[config.mk]
export PLATFORM = sky130hd
export DESIGN_NAME = pipe_stall_ctrl
export DESIGN_NICKNAME = d
export VERILOG_FILES = /design/src/rtl/pipe_stall_ctrl.sv
export SDC_FILE = /design/constraint.sdc
export NUM_CORES = 1
export LEC_CHECK = 0
export ABC_AREA = 1
export CAP_MARGIN = 25
export CORE_MARGIN = 2
export CORE_UTILIZATION = 50
export CTS_BUF_LIST = sky130_fd_sc_hd__clkbuf_8
export CTS_CLUSTER_SIZE = 16
export DETAILED_ROUTE_END_ITERATION = 8
export HOLD_SLACK_MARGIN = 0.05
export PLACE_DENSITY = 0.9
export SLEW_MARGIN = 20
export SYNTH_ARGS = -nofsm -noshare
export SYNTH_HDL_FRONTEND = slang
export SYNTH_SLANG_ARGS = --single-unit
[constraint.sdc]
create_clock -name clk -period 4.6 [get_ports clk]
set_clock_uncertainty 0.15 [all_clocks]
set_input_delay 0.92 -clock clk [delete_from_list [all_inputs] [get_ports clk]]
set_output_delay 0.92 -clock clk [all_outputs]
set_load 0.005 [all_outputs]
[src/rtl/pipe_stall_ctrl.sv]
// Hazard/stall controller for the 5-stage pipeline: data-hazard freeze/bubble,
// mult/div busy sequencer and a saturating stall-cycle counter.
//
// state | meaning
// IDLE  | mult/div unit free, a start loads the busy count
// BUSY  | mult/div running, md_cnt counts remaining busy cycles down to 1
module pipe_stall_ctrl #(
  parameter int MULT_CYCLES = 5,
  parameter int DIV_CYCLES  = 10,
  parameter int CNT_W       = 4,
  parameter int STALL_CNT_W = 32
) (
  input  logic                   clk,
  input  logic                   reset,
  input  logic [4:0]             id_rs,
  input  logic [4:0]             id_rt,
  input  logic [1:0]             id_rs_tuse,
  input  logic [1:0]             id_rt_tuse,
  input  logic [4:0]             ex_dst,
  input  logic [1:0]             ex_tnew,
  input  logic [4:0]             mem_dst,
  input  logic [1:0]             mem_tnew,
  input  logic                   id_md_use,
  input  logic                   ex_md_start,
  input  logic                   ex_md_kind,
  output logic                   pc_en,
  output logic                   ifid_en,
  output logic                   idex_flush,
  output logic                   md_busy,
  output logic [CNT_W-1:0]       md_cnt,
  output logic                   md_done,
  output logic                   md_err,
  output logic [STALL_CNT_W-1:0] stall_cycles
);

  typedef enum logic {IDLE = 1'b0, BUSY = 1'b1} md_state_t;

  md_state_t              state_q, state_d;
  logic [CNT_W-1:0]       md_cnt_q, md_cnt_d;
  logic                   md_done_q, md_done_d;
  logic                   md_err_q, md_err_d;
  logic [STALL_CNT_W-1:0] stall_cycles_q, stall_cycles_d;

  logic data_stall;
  logic md_stall;
  logic stall;

  // A source register is hazardous when a producer in E or M will not have
  // its result forwardable by the time this instruction needs it.
  function automatic logic hz(input logic [4:0] a, input logic [1:0] tuse,
                              input logic [4:0] e_dst, input logic [1:0] e_tnew,
                              input logic [4:0] m_dst, input logic [1:0] m_tnew);
    return (a != 5'd0) &&
           (((a == e_dst) && (tuse < e_tnew)) ||
            ((a == m_dst) && (tuse < m_tnew)));
  endfunction

  always_comb begin
    data_stall = hz(id_rs, id_rs_tuse, ex_dst, ex_tnew, mem_dst, mem_tnew) |
                 hz(id_rt, id_rt_tuse, ex_dst, ex_tnew, mem_dst, mem_tnew);
    md_stall   = id_md_use && ((state_q == BUSY) || ex_md_start);
    stall      = ~reset & (data_stall | md_stall);
  end

  always_comb begin
    state_d        = state_q;
    md_cnt_d       = md_cnt_q;
    md_done_d      = 1'b0;
    md_err_d       = md_err_q;
    stall_cycles_d = stall_cycles_q;

    case (state_q)
      IDLE: begin
        if (ex_md_start) begin
          state_d  = BUSY;
          md_cnt_d = ex_md_kind ? CNT_W'(DIV_CYCLES) : CNT_W'(MULT_CYCLES);
        end
      end
      BUSY: begin
        // A start while busy is dropped; only the sticky error records it.
        if (ex_md_start) md_err_d = 1'b1;
        if (md_cnt_q == CNT_W'(1)) begin
          state_d   = IDLE;
          md_cnt_d  = '0;
          md_done_d = 1'b1;
        end else begin
          md_cnt_d = md_cnt_q - CNT_W'(1);
        end
      end
      default: begin
        state_d  = IDLE;
        md_cnt_d = '0;
      end
    endcase

    if (stall && (stall_cycles_q != {STALL_CNT_W{1'b1}}))
      stall_cycles_d = stall_cycles_q + STALL_CNT_W'(1);
  end

  always_ff @(posedge clk) begin
    if (reset) begin
      state_q        <= IDLE;
      md_cnt_q       <= '0;
      md_done_q      <= 1'b0;
      md_err_q       <= 1'b0;
      stall_cycles_q <= '0;
    end else begin
      state_q        <= state_d;
      md_cnt_q       <= md_cnt_d;
      md_done_q      <= md_done_d;
      md_err_q       <= md_err_d;
      stall_cycles_q <= stall_cycles_d;
    end
  end

  assign pc_en        = ~stall;
  assign ifid_en      = ~stall;
  assign idex_flush   = stall;
  assign md_busy      = (state_q == BUSY);
  assign md_cnt       = md_cnt_q;
  assign md_done      = md_done_q;
  assign md_err       = md_err_q;
  assign stall_cycles = stall_cycles_q;

endmodule

==> results.txt <==
----------------------------------------------------
[Outcome]
  Run status ... completed

[Global route]
  Maximum number of pins on one net before global-route repair ... 57
  Number of antenna violations at the first check in global routing ... 0
  Total overflow reported by the global router ... 0
  Vias in the first global route ... around 3200
  GR Util All Layers ... 0.259
  First-pass GRT wire length ... ~13000 um

[Clocking]
  Clock Tree Root ... clkbuf_8
  Clock slew at the register clock pins of the worst setup and hold paths ... around 70 ps
  Worst-skew pair later-pin latency ... ~300 ps
  H-tree depth ... 2
  Number of buffers created by CTS ... 5
  Cts-stage hold buffer count ... 0
  Post-CTS Resized ... 0
  Post-CTS setup buffer count ... 0
  Clock tree from TritonCTS ... built
  Clock sinks ... 39
  Number of buffers on the longest clock path ... 2

[Synth]
  Number of instances in the synthesized netlist ... about 490
  Post-Synthesis Mean Instance Area ... 5.83 um2
  Largest area contributor in the netlist ... dfxtp_1
  Register bit total from synthesis ... 39
  Area fraction of the dominant cell type after synthesis ... 0.274
  Count of unique library cells instantiated by Yosys ... 33
  Part of the Yosys area used for sequential elements ... 0.274
  Total nets after synthesis ... approximately 530
  Top post-synthesis cells by area ... dfxtp_1 (27%), nand2_1 (19%), nor2_1 (9.9%)
  Ys Warns ... 0
  Summed instance area of the synthesized netlist ... 2850 um2

[Worst setup path]
  Startpoint types ... primary input
  R2r endpoint ... stall_cycles[12]$_SDFFE_PP0P_
  Kind of critical path ... primary input to primary output
  Count of cells along the worst register-to-register path ... 12
  Critical path peak fanout ... 3
  Reg-to-reg setup timing slack ... ~2400 ps
  WP data arrival ... 2890 ps
  Worst path max stage delay ... 500 ps
  Critical path cell sequence ... clkdlybuf4s50_1 > inv_1 > ha_1 > a21boi_0 > nor2_1 > nand3_1 > nand2_1 > nand2_1 > nand3_2 > nand2_1 > inv_1 > clkdlybuf4s50_1
  Critical Path Sink Type ... primary output
  Worst path slowest cell ... clkdlybuf4s50_1
  Library cell appearing most often on the critical path ... nand2_1
  Crit Reg-Reg Startpoint ... stall_cycles[0]$_SDFFE_PP0P_
  CP required ... about 3500 ps

[Route]
  Via total after detailed routing ... around 3300
  Antenna viol nets, final ... 0
  Number of violations reported at the end of detailed-routing iteration 0 ... 185
  Detailed-route vias per instance ... 5.16
  Routed length per placed instance ... 12.0 um
  Final WL ... between 7000 and 8000 um
  First-pass iteration count of the detailed router ... 4
  Residual DRC count ... 0

[Layout]
  Number of antenna diodes ... 0
  Share of cells above drive strength 1 ... 0.0695
  Nets ... 600
  Area overhead of the layout relative to synthesis ... 31.6%
  Number of fill cells ... between 400 and 500

[Power]
  Cell leakage power ... between 1.5 and 2 nW
  Total chip power ... 807 uW
  Highest ir drop seen on vdd ... approximately 0.17 mV
  Ratio of total power to cell area ... around 210 nW/um2

[Worst hold path]
  WHS Endpoint ... md_err$_SDFFE_PP0P_
  Type of the most critical hold path ... register to register
  Startpoint of the tightest hold check path ... md_err$_SDFFE_PP0P_
  Hold Path Stages ... 2

[Placed design]
  Final weighted congestion of routability-driven global placement ... a little under 0.9
  Port buffer count ... between 70 and 80
  Worst slack at placement ... roughly 640 ps
  Post-DP HPWL ... 5820 um

[Die]
  Die span in x ... 79.5 um
  I/O pin count ... 75
  Site row count ... 27
  Total Die Area ... ~6300 um2
  Initial standard-cell utilization of the core ... 0.518
  Height of the die ... about 80 um
  Core Area ... 5510 um2

[Timing]
  Post-layout worst setup margin ... approximately 640 ps
  Setup repair after global routing missed its margin ... no
  Final Cycle Share ... 0.860
  Worst slew slack as a fraction of its limit ... 0.594
  Max Clock Freq ... 253 MHz
  Final slew viol count ... 0
  Transition time at the pin with the least slew margin ... between 600 and 700 ps
  Final setup violation count ... 0
  Final Hold Vio Count ... 0
  Final sum of negative setup slack ... 0 ps
  Shortest clock period the worst path allows after layout ... around 4000 ps

[Job]
  Count of maximum capacitance violations ... 0

----------------------------------------------------
-- power breakdown --
part           switching [mW]  internal (mW)  total [mW]
Combinational          0.0801         0.0712       0.151
Sequential            0.00904          0.345       0.354
Clock                   0.126          0.176       0.301
-- cell usage after synthesis --
cell      number
a21boi_0       2
a21oi_1       21
a221oi_1       3
a311oi_1       1
a31oi_1        1
buf_1          1
buf_2          6
buf_4          2
buf_6          1
clkbuf_1       2
dfxtp_1       39
ha_1           7
inv_1         69
inv_2         11
nand2_1      148
nand2_2        6
nand2_4        1
nand3_1       48
nand3_2        1
nand3_4        1
nand4_1       11
nand4_2        1
nor2_1        75
nor2_2         1
nor2_4         5
nor3_1         9
nor3_2         1
nor4_1         1
o211ai_1       2
o21ai_0        6
o21bai_1       1
xnor2_1        2
xor2_1         3
-- cell usage in the layout, fill, tap and decap left out, drive strengths merged, types with 6 or more instances in the layout --
cell type,instances
o21ai,6
ha,7
clkdlybuf4s50,74
nor2,81
dfxtp,39
nand4,12
clkbuf,6
inv,80
nor3,10
nand3,50
a21oi,21
nand2,155
-- worst max-delay path by stage --
stage                     from         end  cells past startpoint
finish              ex_tnew[1]  idex_flush                     12
global route        ex_tnew[1]  idex_flush                     12
CTS                 ex_tnew[1]  idex_flush                     12
detailed placement  ex_tnew[1]  idex_flush                     12
global placement    ex_tnew[1]  idex_flush                     12
floorplan           ex_tnew[1]       pc_en                     11
-- sequential cells by signal, summed over array words and instances, names as in the netlist --
| signal | flops |
|---|---|
| md_busy | 1 |
| md_cnt | 4 |
| md_done | 1 |
| md_err | 1 |
| stall_cycles | 32 |
-- through the flow --
stage,std cells,util,hold slack [ps],area [um2]
3_5_place_dp,625,0.660,319,3640
3_3_place_gp,625,0.660,303,3640
2_1_floorplan,489,-,310,2850
5_1_grt,633,0.682,368,3750
4_1_cts,633,0.682,340,3750
6_report,633,0.682,342,3750
-- per-layer routing --
metal  vias to the layer above  share of wire  global-route usage  wire (um)
met2                       100           0.50               0.473       3820
met4                         0          0.023              0.0983        172
met1                      1481           0.42               0.293       3180
met3                        19          0.056              0.0543        425
li1                       1669              -                   -          -
met5                         -              0                   0          0
-- critical path: cells and delay by family --
kind                       cells  cell delay [ps]
AOI/OAI and AO/OA              1              120
buffers and inverters          4             1100
and+or+nand+nor                6              470
adders and majority gates      1              260
-- cell families (layout without fill, tap and decap cells) --
family	count (synthesis)	in the layout	share of synthesized area
compound gates	37	37	0.0750
xor+xnor	5	5	0.0154
fa+ha+maj	7	7	0.0307
buf+inv	92	164	0.129
flops	39	39	0.274
simple gates	309	309	0.476
-- area by class of cell --
type / count / area (um2) / share of cell area
clock inverter: 2 / 35.0 / 0.00933
inverter: 80 / 300 / 0.0800
sequential: 39 / 781 / 0.208
tap: 72 / 90.1 / 0.0240
multi-input combinational: 358 / 1710 / 0.455
timing repair buffer: 76 / 756 / 0.201
clock buffer: 6 / 82.6 / 0.0220
(Power assumes the default switching activity.)
